<file path="src/rtl/byte_serializer_pkg.sv">
// Shared definitions for the serializer -> deserializer -> queue chain.
// Holds the serializer FSM state type and the common byte width so every
// block in the chain agrees on the frame size.
package serializer_pkg;

    // Serializer FSM states.
    typedef enum logic [1:0] {
        IDLE    = 2'd0,
        WAIT_RX = 2'd1,
        SHIFT   = 2'd2,
        GAP     = 2'd3
    } ser_state_t;

    // Byte width shared by the serializer, deserializer and queue.
    localparam int SER_DATA_W = 8;

    // Width of the inter-bit gap counter (BIT_GAP range 0..15).
    localparam int SER_GAP_W = 4;

endpackage

</file>
<file path="src/rtl/byte_serializer_if.sv">
// Bundle of the byte handshake and serial link signals around the serializer.
//   byte_in / byte_valid_in / byte_ready_out : parallel byte handshake
//   status_in                                : deserializer availability
//   data_out / write_out                     : serial bit and its strobe
//   done_out / busy_out                      : frame status
// modport slave  : the serializer itself
// modport master : whoever feeds bytes and observes the serial side
interface byte_serializer_if
    import serializer_pkg::*;
#(
    parameter int DATA_W = SER_DATA_W
) ();

    logic [DATA_W-1:0] byte_in;
    logic              byte_valid_in;
    logic              byte_ready_out;
    logic              status_in;
    logic              data_out;
    logic              write_out;
    logic              done_out;
    logic              busy_out;

    modport slave (
        input  byte_in,
        input  byte_valid_in,
        input  status_in,
        output byte_ready_out,
        output data_out,
        output write_out,
        output done_out,
        output busy_out
    );

    modport master (
        output byte_in,
        output byte_valid_in,
        output status_in,
        input  byte_ready_out,
        input  data_out,
        input  write_out,
        input  done_out,
        input  busy_out
    );

endinterface

</file>
<file path="src/rtl/byte_serializer.sv">
// Parallel-to-serial stage feeding the deserializer.
// Accepts a byte on the valid/ready handshake, waits for the deserializer to
// report available, then sends the byte one bit per write strobe with an
// optional idle gap between bits. All outputs are registered.
// Ports:
//   clk_100mhz : system clock, rising edge
//   reset      : asynchronous active-low reset
//   bus        : byte_serializer_if.slave (handshake, status, serial outputs)
module byte_serializer
    import serializer_pkg::*;
#(
    parameter int DATA_W    = SER_DATA_W,
    parameter int BIT_GAP   = 0,
    parameter bit MSB_FIRST = 1'b1
) (
    input  logic              clk_100mhz,
    input  logic              reset,
    byte_serializer_if.slave  bus
);

    localparam int CNT_W = (DATA_W > 1) ? $clog2(DATA_W) : 1;
    localparam logic [CNT_W-1:0]     LAST_BIT = CNT_W'(DATA_W - 1);
    localparam logic [SER_GAP_W-1:0] GAP_LOAD =
        (BIT_GAP > 0) ? SER_GAP_W'(BIT_GAP - 1) : {SER_GAP_W{1'b0}};

    ser_state_t             state_r,   state_s;
    logic [DATA_W-1:0]      shift_r,   shift_s;
    logic [CNT_W-1:0]       bit_cnt_r, bit_cnt_s;
    logic [SER_GAP_W-1:0]   gap_cnt_r, gap_cnt_s;
    logic                   data_r,    data_s;
    logic                   write_r,   write_s;
    logic                   done_r,    done_s;
    logic                   ready_r,   ready_s;
    logic                   busy_r,    busy_s;
    logic                   emit_s;
    logic                   cur_bit_s;

    // Next-state, datapath and registered-output decode.
    always_comb begin
        state_s   = state_r;
        shift_s   = shift_r;
        bit_cnt_s = bit_cnt_r;
        gap_cnt_s = gap_cnt_r;
        data_s    = data_r;
        write_s   = 1'b0;
        done_s    = 1'b0;
        emit_s    = 1'b0;
        cur_bit_s = MSB_FIRST ? shift_r[DATA_W-1] : shift_r[0];

        case (state_r)
            IDLE: begin
                if (bus.byte_valid_in) begin
                    shift_s   = bus.byte_in;
                    bit_cnt_s = {CNT_W{1'b0}};
                    state_s   = WAIT_RX;
                end else begin
                    state_s   = IDLE;
                end
            end
            WAIT_RX: begin
                if (bus.status_in) begin
                    emit_s  = 1'b1;
                    state_s = SHIFT;
                end else begin
                    state_s = WAIT_RX;
                end
            end
            SHIFT: begin
                // bit_cnt_r is the index of the bit on the line this cycle.
                if (bit_cnt_r == LAST_BIT) begin
                    done_s  = 1'b1;
                    state_s = IDLE;
                end else begin
                    bit_cnt_s = bit_cnt_r + CNT_W'(1);
                    if (BIT_GAP == 0) begin
                        emit_s  = 1'b1;
                        state_s = SHIFT;
                    end else begin
                        gap_cnt_s = GAP_LOAD;
                        state_s   = GAP;
                    end
                end
            end
            GAP: begin
                // Counter is loaded with BIT_GAP-1 so exactly BIT_GAP idle cycles occur.
                if (gap_cnt_r == {SER_GAP_W{1'b0}}) begin
                    emit_s  = 1'b1;
                    state_s = SHIFT;
                end else begin
                    gap_cnt_s = gap_cnt_r - SER_GAP_W'(1);
                end
            end
            default: begin
                state_s = IDLE;
            end
        endcase

        // Entering SHIFT puts the next bit on the line with its strobe.
        if (emit_s) begin
            write_s = 1'b1;
            data_s  = cur_bit_s;
            shift_s = MSB_FIRST ? (shift_r << 1) : (shift_r >> 1);
        end else begin
            write_s = 1'b0;
        end

        ready_s = (state_s == IDLE);
        busy_s  = (state_s != IDLE);
    end

    // State, datapath and output registers; reset aborts any frame in flight.
    always_ff @(posedge clk_100mhz or negedge reset) begin
        if (!reset) begin
            state_r   <= IDLE;
            shift_r   <= {DATA_W{1'b0}};
            bit_cnt_r <= {CNT_W{1'b0}};
            gap_cnt_r <= {SER_GAP_W{1'b0}};
            data_r    <= 1'b0;
            write_r   <= 1'b0;
            done_r    <= 1'b0;
            ready_r   <= 1'b1;
            busy_r    <= 1'b0;
        end else begin
            state_r   <= state_s;
            shift_r   <= shift_s;
            bit_cnt_r <= bit_cnt_s;
            gap_cnt_r <= gap_cnt_s;
            data_r    <= data_s;
            write_r   <= write_s;
            done_r    <= done_s;
            ready_r   <= ready_s;
            busy_r    <= busy_s;
        end
    end

    assign bus.byte_ready_out = ready_r;
    assign bus.data_out       = data_r;
    assign bus.write_out      = write_r;
    assign bus.done_out       = done_r;
    assign bus.busy_out       = busy_r;

endmodule

</file>
<file path="src/flat_wrapper.sv">
// flat-port wrapper written by rule: the top's interface ports become plain ports
module byte_serializer_flat import serializer_pkg::*;
#(
    parameter int DATA_W    = SER_DATA_W,
    parameter int BIT_GAP   = 0,
    parameter bit MSB_FIRST = 1'b1
)
  (clk_100mhz, reset, bus_byte_in, bus_byte_valid_in, bus_status_in, bus_byte_ready_out, bus_data_out, bus_write_out, bus_done_out, bus_busy_out);
  byte_serializer_if #(.DATA_W(DATA_W)) bus_i ();
  input  logic clk_100mhz;
  input  logic reset;
  input wire logic [$bits(bus_i.byte_in)-1:0] bus_byte_in;
  input wire logic [$bits(bus_i.byte_valid_in)-1:0] bus_byte_valid_in;
  input wire logic [$bits(bus_i.status_in)-1:0] bus_status_in;
  output wire logic [$bits(bus_i.byte_ready_out)-1:0] bus_byte_ready_out;
  output wire logic [$bits(bus_i.data_out)-1:0] bus_data_out;
  output wire logic [$bits(bus_i.write_out)-1:0] bus_write_out;
  output wire logic [$bits(bus_i.done_out)-1:0] bus_done_out;
  output wire logic [$bits(bus_i.busy_out)-1:0] bus_busy_out;
  assign bus_i.byte_in = bus_byte_in;
  assign bus_i.byte_valid_in = bus_byte_valid_in;
  assign bus_i.status_in = bus_status_in;
  assign bus_byte_ready_out = bus_i.byte_ready_out;
  assign bus_data_out = bus_i.data_out;
  assign bus_write_out = bus_i.write_out;
  assign bus_done_out = bus_i.done_out;
  assign bus_busy_out = bus_i.busy_out;
  byte_serializer #(.DATA_W(DATA_W), .BIT_GAP(BIT_GAP), .MSB_FIRST(MSB_FIRST)) u_core (.clk_100mhz(clk_100mhz), .reset(reset), .bus(bus_i));
endmodule
</file>
<file path="config.mk">
export PLATFORM = sky130hd
export DESIGN_NAME = byte_serializer_flat
export DESIGN_NICKNAME = d
export VERILOG_FILES = /design/src/rtl/byte_serializer_pkg.sv /design/src/rtl/byte_serializer_if.sv /design/src/rtl/byte_serializer.sv /design/src/flat_wrapper.sv
export SDC_FILE = /design/constraint.sdc
export NUM_CORES = 1
export LEC_CHECK = 0
export CORE_UTILIZATION = 55
export CTS_CLUSTER_SIZE = 24
export DETAILED_ROUTE_END_ITERATION = 16
export PLACE_DENSITY_LB_ADDON = 0.08
export SYNTH_ARGS = -nofsm -noshare
export SYNTH_HDL_FRONTEND = slang
export SYNTH_SLANG_ARGS = --single-unit
export TNS_END_PERCENT = 10
</file>
<file path="constraint.sdc">
create_clock -name clk_100mhz -period 2.65 [get_ports clk_100mhz]
set_input_delay 0.3975 -clock clk_100mhz [delete_from_list [all_inputs] [get_ports clk_100mhz]]
set_output_delay 0.3975 -clock clk_100mhz [all_outputs]
set_load 0.03 [all_outputs]
</file>
After elaboration in Yosys (flattened, before gate mapping):

Cells that the tools add are included.

* flip-flop bits (word level): 22
* output and inout bits: 5
* bits of input ports: 12

* bitwise gates (word level): 1
* reductions and logical operators: 10
* multiplexer cells: 18
* equality and inequality tests: 6
* $add $sub $neg: 2

Operators with widths (count)
* 8-bit two-way mux: 3
* 2-bit case mux with 4 select lines: 1
* 2-bit nonzero test: 4
* 1-bit two-way mux: 7
* 2-bit two-way mux: 3
* 3-bit two-way mux: 2
* 3-bit case mux with 2 select lines: 1
* 2-bit equality test (second input constant): 2
* 2-bit logical NOT: 2
* 4-bit logical NOT: 1
* 2-bit != test (second input constant): 2
* 2-bit AND reduction: 2
* 4-bit by 1-bit subtractor with 4-bit output (second input constant): 1
* 3-bit by 1-bit adder with 3-bit output (second input constant): 1
* 3-bit equality test (second input constant): 1
* 1-bit case mux with 3 select lines: 1
* 3-bit AND reduction: 1
* 2-bit by 1-bit equality test with 1-bit output (second input constant): 1
* 1-bit inverter: 1

Logic depth before layout (Yosys ltp):

Gate-level depths: netlist of the first run.

* depth in word-level cells: 5
* depth in mapped cells: 5
* gate-level depth less buffers: 5

Worst setup path after synthesis of the first run:

No wires, ideal clock.

* path kind: register to register
* start: register u_core.bit_cnt_r[0]
* end: register u_core.data_r (netlist: u_core.bus.data_out)
* arrival: 1.605 ns
* stages on the path, launching flop included: 6
* data required time: 2.525 ns
* path slack: 0.920 ns
* buffers on the path: 0
* cell sequence: dfrtp_1 ha_1 ha_1 nor3b_1 a211oi_4 mux2_2

* cells in the longest elaborated chain, start to end: 3

Ends and longest elaborated chain
* from (decl): RTL line byte_serializer.sv:28 `logic [CNT_W-1:0] bit_cnt_r, bit_cnt_s;`
* from (signal assigned): RTL line byte_serializer.sv:116 `bit_cnt_r <= {CNT_W{1'b0}};`
* from (signal assigned): RTL line byte_serializer.sv:126 `bit_cnt_r <= bit_cnt_s;`
* 3-bit equality test: RTL line byte_serializer.sv:70 `if (bit_cnt_r == LAST_BIT) begin`
* 1-bit two-way mux: RTL line byte_serializer.sv:70
* 1-bit case mux with 3 select lines: RTL line byte_serializer.sv:50 `case (state_r)`
* to (signal assigned): RTL line byte_serializer.sv:128 `data_r <= data_s;`
* to (decl): RTL line byte_serializer.sv:30 `logic data_r, data_s;`

No other way between the ends.
A chain may end at the register's enable or synchronous reset.

Worst setup path in the final report of the first run:

* start: register u_core.bit_cnt_r[1]
* end: register u_core.shift_r[3]

* cells in the longest elaborated chain, start to end: 5
* elaborated cells on any way between the ends: 7
* those cells by class: eq/ne (1); mux (3); reduce/logical (3)

Ends and longest elaborated chain
* 3-bit equality test *: RTL line byte_serializer.sv:70
* 1-bit two-way mux *: RTL line byte_serializer.sv:70
* 1-bit case mux with 3 select lines *: RTL line byte_serializer.sv:50
* 2-bit nonzero test (no line)
* 2-bit AND reduction (no line)
* to (signal assigned): RTL line byte_serializer.sv:115 `shift_r <= {DATA_W{1'b0}};`
* to (signal assigned): RTL line byte_serializer.sv:125 `shift_r <= shift_s;`
* to (decl): RTL line byte_serializer.sv:27 `logic [DATA_W-1:0] shift_r, shift_s;`

Every way passes the cells marked *; elsewhere a longest branch is shown, timed or not.

==> summary.md, run 1 <==
| Metric | Value |
|---|---|
| Number of warnings reported in the yosys synthesis log | `0` |
| Share of the synthesized area in compound gates (AO/OA/AOI/OAI) | `0.0793` |
| Average routed wire per standard cell | `12.7 um` |
| GRT Residual Overflow | `0` |
| Sum of routed wire length over all layers | `1580 um` |
| Min Tclk post-route | `around 2000 ps` |
| Clock transition at the registers of the reported paths | `120 ps` |
| Part of the total power dissipated in the clock network | `0.183` |
| Diodes inserted | `0` |
| Worst Path Required | `2860 ps` |
| Sum of negative setup slack | `0 ps` |
| Register bit count reported by yosys | `22` |
| Max incr delay on CP | `510 ps` |
| Final Slew Violations | `0` |
| Sequential share of power | `0.396` |
| Pin count of the biggest net entering global routing | `23` |
| Fraction of the mapped netlist area in simple logic gates | `0.111` |
| Number of violations reported at the end of detailed-routing iteration 0 | `5` |
| Initial antenna violation count | `0` |
| Maximum achievable frequency | `509 MHz` |
| Row count | `15` |
| Post-CTS setup repair buffer count | `0` |
| Startpoint kind of the worst setup timing path | `flop` |
| Worst Hold Margin | `between 400 and 500 ps` |
| Number of iterations in the first detailed-routing pass | `3` |
| Overall track demand over capacity in global routing | `0.193` |
| Worst path top cell family by delay | `compound AO/OA/AOI/OAI gates` |
| Max VDD drop | `0.562 mV` |
| Cell area after technology mapping | `0.00104 mm^2` |
| Post-Route Skew | `2.37 ps` |
| Via-per-instance ratio | `5.40` |
| Asr flop ratio synth | `1.00` |
| Ratio of cells with drive above 1 in the final layout | `0.260` |
| Number of buffers added to fix hold violations after cts | `0` |
| Post-place setup slack | `621 ps` |
| Post-Syn Nets | `96` |
| Area of the core | `between 0.0015 and 0.002 mm^2` |
| Root cell of the clock tree | `clkbuf_4` |
| Post-synthesis sequential area ratio | `0.530` |
| Total DRC errors in the routed layout | `0` |
| Leakage power | `around 0.00058 uW` |
| RSZ-0062 raised after global routing | `false` |
| Post-synth EDFFs | `0` |
| Type of element capturing the critical path | `flop` |
| Number of clock sinks | `22` |
| Clk Latency, worst-skew pair | `310 ps` |
| Arrival time of the worst setup path | `2180 ps` |
| Top_reg_cell synth | `dfrtp_1` |
| Top post-synthesis cells by area | `dfrtp_1 (50%), mux2_2 (17%), a22o_1 (4.2%)` |
| Mean post-synth cell area | `12.9 um^2` |
| Width of the die | `45.5 um` |
| H-tree levels | `1` |
| Most common cell on crit path | `ha_1` |
| Global-route wire length before repair | `2690 um` |
| Post-cts gate resize count | `0` |
| Fraction of power consumed by combinational cells | `0.422` |
| Number of nets in the final layout | `~120` |
| Quantity of I/O buffers inserted on ports | `16` |
| Worst setup margin | `between 600 and 700 ps` |
| Internal power contribution | `~950 uW` |
| Post-route ant nets | `0` |
| Unique masters post-synth | `26` |
| Main combinational cell family by area after synthesis | `multiplexers` |
| Switch Pwr | `439 uW` |
| Fraction of post-synthesis cell area in the top cell type by area | `0.505` |
| Count of pins on the block boundary | `17` |
| Area growth from synthesis to layout | `22.8%` |
| Post-Synth Adder-Cell Area | `0.0361` |
| Switching power as a share of total power | `0.315` |
| Result of the run | `finished clean` |
| Final clock period utilization by the worst path | `0.742` |
| CTS Buffer Depth | `2` |
| Cell type of the slowest stage on the worst timing path | `a211oi_4` |
| Final Hold Vio Count | `0` |
| Biggest fanout along the worst timing path | `10` |
| Effective utilization at floorplan | `0.596` |
| CTS buffer count | `3` |
| Series of cell instances along the critical path | `ha_1, ha_1, nor3b_1, a211oi_4, mux2_2` |
| Transition time at the pin with the least slew margin | `533 ps` |
| Multiplexer share of the synthesized area | `0.192` |
| Via count of the first global-routing pass | `628` |
| Via count | `675` |
| Final Setup Violations | `0` |
| Global placer's final weighted congestion | `between 0.7 and 0.8` |
| Number of cells produced by synthesis | `81` |
| P per Cell Area | `~1100 mW/mm^2` |
| Clock tree from TritonCTS | `yes` |
| Worst max-slew margin expressed relative to the limit | `0.644` |
| Area of the die | `0.00207 mm^2` |
| Detailed-placement wirelength estimate | `between 1000 and 1500 um` |
| Xor/xnor share of the synthesized area | `0.0168` |
| Die H | `between 40 and 50 um` |
| Count of buffering cells on the critical path with inverters included | `0` |
| Worst min-delay path category | `in -> async` |
| Largest area contributor in the netlist | `dfrtp_1` |
| Type of the setup path with the least slack | `reg -> reg` |
| Max-capacitance violation count | `0` |
-- stage by stage --
step            util  area (um^2)  cells  power (uW)
2_1_floorplan      -         1040     81        1020
3_3_place_gp   0.703         1230    121        1130
3_5_place_dp   0.703         1230    121        1150
4_1_cts        0.733         1280    125        1410
5_1_grt        0.733         1280    125        1490
6_report       0.733         1280    125        1390
-- cells in the final DEF, fill, tap and decap left out, types with 2 or more instances in the layout --
master / n
nand2b_1: 2
a22o_1: 5
clkbuf_4: 3
nand2_1: 3
inv_1: 4
or3_1: 2
nor3b_1: 3
clkdlybuf4s50_1: 16
dfrtp_1: 21
nor2_1: 4
mux2i_1: 2
mux2_2: 16
ha_1: 3
buf_4: 2
-- cell type report --
type | instances | area (um^2)
tap | 25 | 31.3
sequential | 22 | 552
timing repair buffer | 18 | 175
clock inverter | 1 | 30.0
fill | 128 | 467
inverter | 4 | 15.0
multi-input combinational | 52 | 453
clock buffer | 3 | 22.5
-- kinds of logic after synthesis --
group	after synthesis
compound gates	9
xor+xnor	2
fa+ha+maj	3
buf+inv	7
flops	22
mux	18
simple gates	20
-- per-layer routing --
| layer | part of all wire | GRT usage |
|---|---|---|
| met5 | 0 | 0 |
| met4 | 0.023 | 0.133 |
| met3 | 0.039 | 0.0476 |
| met2 | 0.53 | 0.314 |
| met1 | 0.41 | 0.221 |
-- sequential cells by signal, summed over array words and instances (netlist names) --
signal                     count
u_core.bus.done_out            1
u_core.state_r                 2
u_core.gap_cnt_r               4
u_core.bus.busy_out            1
u_core.bus.data_out            1
u_core.bus.write_out           1
u_core.bit_cnt_r               3
u_core.bus.byte_ready_out      1
u_core.shift_r                 8
-- Yosys cell counts, types with 2 or more instances --
master and n:
dfrtp_1 21, nor3b_1 3, mux2_2 16, nor2_1 4, a22o_1 5, nand2b_1 2, ha_1 3, inv_1 4
buf_2 2, mux2i_1 2, or3_1 2, nand2_1 3
-- power groups by stage --
stage	clock network (uW)	registers (uW)	logic [uW]
final	255	552	588
after floorplan	0	567	451
after global placement	0	553	573
after CTS	265	551	597
after global routing	277	568	647
after detailed placement	0	558	595
-- worst paths after layout --
| path | start | endpoint | slack (ps) | cells past startpoint |
|---|---|---|---|---|
| setup / recovery | u_core.bit_cnt_r[1]$_DFFE_PN0P_ | u_core.shift_r[3]$_DFFE_PN0P_ | 680 | 5 |
| hold / removal | reset | u_core.bit_cnt_r[2]$_DFFE_PN0P_ | 410 | 2 |
| setup reg to reg | u_core.bit_cnt_r[1]$_DFFE_PN0P_ | u_core.shift_r[3]$_DFFE_PN0P_ | 680 | 5 |
| hold reg to reg | u_core.gap_cnt_r[3]$_DFFE_PN0P_ | u_core.gap_cnt_r[3]$_DFFE_PN0P_ | 500 | 1 |
| max in group asynchronous | reset | u_core.bus.byte_ready_out$_DFF_PN1_ | 1970 | 2 |
| min in group clk_100mhz | u_core.gap_cnt_r[3]$_DFFE_PN0P_ | u_core.gap_cnt_r[3]$_DFFE_PN0P_ | 500 | 1 |
No activity file was read; power rests on OpenSTA's default activity.
==> run 2: changes to the inputs <==
--- a/config.mk
+++ b/config.mk
@@ -5,7 +5,7 @@
 export SDC_FILE = /design/constraint.sdc
 export NUM_CORES = 1
 export LEC_CHECK = 0
-export CORE_UTILIZATION = 55
+export CORE_UTILIZATION = 46
 export CTS_CLUSTER_SIZE = 24
 export DETAILED_ROUTE_END_ITERATION = 16
 export PLACE_DENSITY_LB_ADDON = 0.08
==> constraint.sdc (replaced) <==
create_clock -name clk_100mhz -period 1.8 [get_ports clk_100mhz]
set_input_delay 0.27 -clock clk_100mhz [delete_from_list [all_inputs] [get_ports clk_100mhz]]
set_output_delay 0.27 -clock clk_100mhz [all_outputs]
set_load 0.03 [all_outputs]
==> summary.md, run 2 (synthesis results as in run 1) <==
| Metric | Value |
|---|---|
| Result of the run | `finished clean` |
| Biggest fanout along the worst timing path | `5 (-5)` |
| Startpoint kind of the worst setup timing path | `flop` |
| Commonest non-fill, non-tap cells in the layout | `dfrtp_1 (21), mux2_2 (16), clkdlybuf4s50_1 (15)` |
| Series of cell instances along the critical path | `inv_1, ha_1, nor3b_4, a211oi_4, mux2_2` |
| Area growth from synthesis to layout | `30.2%` |
| Clk Latency, worst-skew pair | `300 ps (about the same)` |
| Largest registers | `u_core.shift_r x8, u_core.gap_cnt_r x4, u_core.bit_cnt_r x3` |
| RSZ-0062 raised after global routing | `false` |
| Leading cell type in the layout, fill and taps excluded | `dfrtp_1` |
| Clock tree from TritonCTS | `yes` |
| Overall track demand over capacity in global routing | `0.156 (-0.0372)` |
| Worst path top cell family by delay | `multiplexers` |
| GRT Residual Overflow | `0 (unchanged)` |
| Count of buffering cells on the critical path with inverters included | `1 (+1)` |
| Worst min-delay path category | `in -> async` |
| Max incr delay on CP | `380 ps (-130 ps)` |
| Final clock period utilization by the worst path | `0.934 (+0.192)` |
| Ratio of cells with drive above 1 in the final layout | `0.327 (+0.0671)` |
| Initial antenna violation count | `0 (unchanged)` |
| Launch point of the worst path | `u_core.gap_cnt_r[0]$_DFFE_PN0P_` |
| Count of pins on the block boundary | `17 (unchanged)` |
| Maximum achievable frequency | `595 MHz (+17%)` |
| Flop2flop setup slack | `120 ps (-570 ps)` |
| Cell type of the slowest stage on the worst timing path | `mux2_2` |
| Detailed-placement wirelength estimate | `1160 um (+2.7%)` |
| Post-route ant nets | `0 (unchanged)` |
| Via count | `686 (+1.6%)` |
| Width of the die | `49.6 um (+8.9%)` |
| P per Cell Area | `1540 mW/mm^2 (+41%)` |
| Root cell of the clock tree | `clkbuf_4` |
| Min Tclk post-route | `1680 ps (-285 ps)` |
| Number of placed instances, taps included | `129 (+6.6%)` |
| Clock transition at the registers of the reported paths | `120 ps (about the same)` |
| Share of the core filled with cells | `0.664 (-0.0690)` |
| Final cell area excluding filler cells | `0.00136 mm^2 (+6.0%)` |
| Transition time at the pin with the least slew margin | `355 ps (-178 ps)` |
| Non-filler instance count after layout | `134 (+7.2%)` |
| Pin count of the biggest net entering global routing | `23 (unchanged)` |
| Number of buffers added to fix hold violations after cts | `0 (unchanged)` |
| Worst flop-to-flop path startpoint | `u_core.gap_cnt_r[0]$_DFFE_PN0P_` |
| Row count | `16 (+1)` |
| Post-Route Skew | `2.27 ps (-0.102 ps)` |
| CTS Buffer Depth | `2 (unchanged)` |
| Average routed wire per standard cell | `12.4 um (-1.8%)` |
| Global-route wire length before repair | `2860 um (+6.4%)` |
| Final Setup Violations | `0 (unchanged)` |
| Number of cells on the worst reg-to-reg path | `5 (unchanged)` |
| CTS buffer count | `3 (unchanged)` |
| Number of iterations in the first detailed-routing pass | `4 (+1)` |
| Number of violations reported at the end of detailed-routing iteration 0 | `5 (unchanged)` |
| Die H | `49.6 um (+8.9%)` |
| Type of the setup path with the least slack | `reg -> reg` |
| Diodes inserted | `0 (unchanged)` |
| Type of element capturing the critical path | `flop` |
| Max-capacitance violation count | `0 (unchanged)` |
| Register with the most flip-flops | `u_core.shift_r` |
| Total DRC errors in the routed layout | `0 (unchanged)` |
| Worst max-slew margin expressed relative to the limit | `0.763 (+0.119)` |
| Critical register-to-register path endpoint | `u_core.shift_r[6]$_DFFE_PN0P_` |
| H-tree levels | `1 (unchanged)` |
| Max VDD drop | `0.801 mV (+43%)` |
| Final Hold Vio Count | `0 (unchanged)` |
| Cell area reported after detailed placement | `0.00127 mm^2 (+3.9%)` |
| Via-per-instance ratio | `5.12 (-5.2%)` |
| Quantity of I/O buffers inserted on ports | `16 (unchanged)` |
| Sum of routed wire length over all layers | `1670 um (+5.2%)` |
| Area of the die | `0.00246 mm^2 (+19%)` |
| Global placer's final weighted congestion | `0.711 (-8.2%)` |
| Effective utilization at floorplan | `0.510 (-0.0866)` |
| Number of flip-flops in the largest register | `8 (unchanged)` |
| Area of the core | `0.00204 mm^2 (+17%)` |
| Leakage power | `0.000632 uW (+9.3%)` |
| Number of nets in the final layout | `123 (+6.0%)` |
| Worst Path Required | `1990 ps (-870 ps)` |
| Final Slew Violations | `0 (unchanged)` |
| Arrival time of the worst setup path | `1880 ps (-300 ps)` |
| Via count of the first global-routing pass | `670 (+6.7%)` |
| Sum of negative setup slack | `0 ps (unchanged)` |
| Number of clock sinks | `22 (unchanged)` |
[run 2: how the worst max path moves through the flow]
stage	endpoint	slack [ps]	cells past startpoint
final	u_core.shift_r[6]$_DFFE_PN0P_	120	5
after global routing	u_core.shift_r[1]$_DFFE_PN0P_	40	5
after CTS	bus_byte_ready_out	30	1
after detailed placement	u_core.shift_r[1]$_DFFE_PN0P_	-70	5
after global placement	u_core.shift_r[5]$_DFFE_PN0P_	-70	5
after floorplan	u_core.bus.data_out$_DFFE_PN0P_	70	5
[run 2: cell type report]
type,count,area [um^2]
Timing Repair Buffer,24,223
Sequential cell,22,552
Multi-Input combinational cell,53,495
Fill cell,162,687
Clock buffer,4,36.3
Tap cell,27,33.8
Inverter,4,15.0
[run 2: what timing repair did]
item	CTS	global route
cloned	1	0
gates resized for setup	2	4
setup buffers	0	0
endpoints found under the setup margin	8	4
pin swaps	1	0
[run 2: metal layers]
metal | part of all wire | wire length, um | GRT usage | vias up
li1 | - | - | - | 338
met1 | 0.46 | 767 | 0.186 | 336
met2 | 0.50 | 840 | 0.273 | 12
met3 | 0.034 | 56 | 0.0370 | 0
met4 | 0 | 0 | 0.0524 | 0
met5 | 0 | 0 | 0 | -
[run 2: per-stage QoR]
| stage | setup WS, ps | total power (uW) | hold slack [ps] |
|---|---|---|---|
| final | 118 | 2080 | 296 |
| after global routing | 36.5 | 2220 | 326 |
| after floorplan | 70.3 | 1500 | -25.6 |
| after detailed placement | -69.9 | 1760 | 494 |
| after CTS | 26.7 | 2070 | 298 |
| after global placement | -65.2 | 1730 | 485 |
[run 2: power by group]
group / switching [uW] / internal, uW / total (uW)
Combinational: 419 / 604 / 1020
Sequential: 119 / 676 / 796
Clock: 140 / 123 / 263
[run 2: worst reg2reg max path, cell delays in order, from the launching register on]
cell	delay, ps
dfrtp_1	360
inv_1	60
ha_1	220
nor3b_4	190
a211oi_4	370
mux2_2	380
==> run 3: changes to the inputs <==
--- a/config.mk
+++ b/config.mk
@@ -8,6 +8,7 @@
 export CORE_UTILIZATION = 46
 export CTS_CLUSTER_SIZE = 24
 export DETAILED_ROUTE_END_ITERATION = 16
+export GPL_TIMING_DRIVEN = 0
 export PLACE_DENSITY_LB_ADDON = 0.08
 export SYNTH_ARGS = -nofsm -noshare
 export SYNTH_HDL_FRONTEND = slang
==> summary.md, run 3 (synthesis results as in run 1) <==
| Metric | Value |
|---|---|
| Result of the run | `finished clean` |
| Max-capacitance violation count | `0 (unchanged)` |
| Worst path top cell family by delay | `buffers and inverters` |
| Arrival time of the worst setup path | `1480 ps (-400 ps)` |
| Max VDD drop | `0.842 mV (+5.2%)` |
| Final Setup Violations | `0 (unchanged)` |
| Post-Route Skew | `5.90 ps (+3.63 ps)` |
| Width of the die | `49.6 um (unchanged)` |
| Average routed wire per standard cell | `13.3 um (+7.2%)` |
| Via count of the first global-routing pass | `680 (+1.5%)` |
| Number of flip-flops in the largest register | `8 (unchanged)` |
| CTS Buffer Depth | `2 (unchanged)` |
| Die H | `49.6 um (unchanged)` |
| Post-route ant nets | `0 (unchanged)` |
| Cell type of the slowest stage on the worst timing path | `clkdlybuf4s50_1` |
| Row count | `16 (unchanged)` |
| Flop2flop setup slack | `60 ps (-60 ps)` |
| Biggest fanout along the worst timing path | `1 (-4)` |
| Clock transition at the registers of the reported paths | `120 ps (about the same)` |
| Series of cell instances along the critical path | `clkdlybuf4s50_1` |
| Total DRC errors in the routed layout | `0 (unchanged)` |
| Number of violations reported at the end of detailed-routing iteration 0 | `4 (-1)` |
| Fraction of power consumed by combinational cells | `0.518 (+0.027)` |
| GRT Residual Overflow | `0 (unchanged)` |
| Post-place setup slack | `-147 ps (-77.3 ps)` |
| Register with the most flip-flops | `u_core.shift_r` |
| Worst setup margin | `52.2 ps (-66.2 ps)` |
| Area of the core | `0.00204 mm^2 (unchanged)` |
| Final Slew Violations | `0 (unchanged)` |
| RSZ-0062 raised after global routing | `false` |
| Overall track demand over capacity in global routing | `0.162 (+0.00603)` |
| Root cell of the clock tree | `clkbuf_4` |
| Worst min-delay path category | `in -> async` |
| Final Power | `2060 uW (-1.1%)` |
| Max incr delay on CP | `650 ps (+270 ps)` |
| Clock tree from TritonCTS | `yes` |
| Worst max-slew margin expressed relative to the limit | `0.366 (-0.397)` |
| CP Depth | `1 (-4)` |
| Diodes inserted | `0 (unchanged)` |
| CTS buffer count | `3 (unchanged)` |
| Type of element capturing the critical path | `output pin` |
| Final clock period utilization by the worst path | `0.971 (+0.0368)` |
| Detailed-placement wirelength estimate | `1190 um (+3.1%)` |
| Worst flop-to-flop path startpoint | `u_core.gap_cnt_r[0]$_DFFE_PN0P_` |
| Effective utilization at floorplan | `0.510 (unchanged)` |
| Part of the total power dissipated in the clock network | `0.110 (-0.016)` |
| Leakage power | `0.000582 uW (-8.0%)` |
| Cell area reported after detailed placement | `0.00123 mm^2 (-3.0%)` |
| Sum of negative setup slack | `0 ps (unchanged)` |
| Final cell area excluding filler cells | `0.00132 mm^2 (-2.4%)` |
| Pin count of the biggest net entering global routing | `23 (unchanged)` |
| Min Tclk post-route | `1750 ps (+66.2 ps)` |
| Sequential share of power | `0.373 (-0.009)` |
| Type of the setup path with the least slack | `reg -> out` |
| Worst Path Required | `1530 ps (-460 ps)` |
| Count of pins on the block boundary | `17 (unchanged)` |
| Quantity of I/O buffers inserted on ports | `16 (unchanged)` |
| Via-per-instance ratio | `5.29 (+3.4%)` |
| Internal power contribution | `1360 uW (-2.9%)` |
| Number of cells on the worst reg-to-reg path | `5 (unchanged)` |
| Count of buffering cells on the critical path with inverters included | `1 (unchanged)` |
| Startpoint kind of the worst setup timing path | `flop` |
| Number of buffers added to fix hold violations after cts | `0 (unchanged)` |
| Largest registers | `u_core.shift_r x8, u_core.gap_cnt_r x4, u_core.bit_cnt_r x3` |
| P per Cell Area | `1560 mW/mm^2 (+1.3%)` |
| Number of clock sinks | `22 (unchanged)` |
| Switching power as a share of total power | `0.338 (+0.0121)` |
| Via count | `688 (+0.29%)` |
| Ratio of cells with drive above 1 in the final layout | `0.311 (-0.0164)` |
| Initial antenna violation count | `0 (unchanged)` |
| Global-route wire length before repair | `2930 um (+2.4%)` |
| Number of nets in the final layout | `119 (-3.3%)` |
| Sum of routed wire length over all layers | `1730 um (+4.0%)` |
| Final Hold Vio Count | `0 (unchanged)` |
| Area of the die | `0.00246 mm^2 (unchanged)` |
| H-tree levels | `1 (unchanged)` |
| Maximum achievable frequency | `572 MHz (-3.8%)` |
| Number of iterations in the first detailed-routing pass | `4 (unchanged)` |
| Global placer's final weighted congestion | `0.744 (+4.7%)` |
| Switch Pwr | `696 uW (+2.6%)` |
| Commonest non-fill, non-tap cells in the layout | `dfrtp_1 (21), mux2_2 (16), clkdlybuf4s50_1 (16)` |
| Area growth from synthesis to layout | `27.0%` |
| Critical register-to-register path endpoint | `u_core.bus.data_out$_DFFE_PN0P_` |
| Transition time at the pin with the least slew margin | `948 ps (+592 ps)` |
| Leading cell type in the layout, fill and taps excluded | `dfrtp_1` |
| Clk Latency, worst-skew pair | `300 ps (about the same)` |
[run 3: cell count changes in the layout (fill, tap and decap cells not counted), sizes merged]
cell	before	now
clkdlybuf4s50	15	16
buf	8	4
dlymetal6s2s	1	0
[run 3: power by group through the flow]
stage / Sequential [uW] / Combinational [uW] / Clock [uW]
2_1_floorplan: 835 / 663 / 0
3_3_place_gp: 766 / 931 / 0
3_5_place_dp: 776 / 955 / 0
4_1_cts: 765 / 1030 / 238
5_1_grt: 787 / 1150 / 258
6_report: 768 / 1070 / 226
[run 3: routing by layer]
layer,up-vias,global-route usage,part of all wire
met5,-,0,0
met4,0,0.0714,0
met3,0,0.0370,0.029
met2,12,0.284,0.50
met1,344,0.186,0.47
li1,332,-,-
[run 3: final cells by class]
class | instances | area [um^2]
inverters | 4 | 15.0
well taps | 27 | 33.8
flip-flops and latches | 22 | 552
fillers | 176 | 719
multi-input cells | 53 | 504
repair buffers | 17 | 168
clock buffers | 4 | 26.3
plain buffers | 3 | 23.8
[run 3: worst max path at each step]
stage,endpoint,start,slack [ps]
floorplan,u_core.bus.data_out$_DFFE_PN0P_,u_core.bit_cnt_r[0]$_DFFE_PN0P_,70
global placement,u_core.shift_r[1]$_DFFE_PN0P_,u_core.bit_cnt_r[0]$_DFFE_PN0P_,-130
detailed placement,u_core.shift_r[4]$_DFFE_PN0P_,bus_byte_valid_in,-150
CTS,u_core.bus.data_out$_DFFE_PN0P_,u_core.bit_cnt_r[0]$_DFFE_PN0P_,10
global route,u_core.shift_r[4]$_DFFE_PN0P_,u_core.state_r[0]$_DFF_PN0_,6
finish,bus_byte_ready_out,u_core.bus.byte_ready_out$_DFF_PN1_,50
[run 3: per-stage QoR]
step / instances / hold slack (ps) / util
final: 130 / 484 / 0.648
after floorplan: 81 / -25.6 / -
after global routing: 130 / 539 / 0.648
after global placement: 124 / 484 / 0.605
after CTS: 129 / 515 / 0.635
after detailed placement: 124 / 491 / 0.605
[run 3: what timing repair did]
action                                  in CTS  in global routing
pin swaps                                    1                  1
setup buffers                                0                  1
endpoints found under the setup margin       8                  8
gates resized for setup                      4                  5
gates cloned                                 1                  0
[run 3: worst reg2reg max path: cells and delay by family, from the launching register on]
kind,cells,cell delay [ps]
flops,1,390
mux,1,310
buf+inv,1,90
fa+ha+maj,1,190
simple gates,1,460
compound gates,1,180
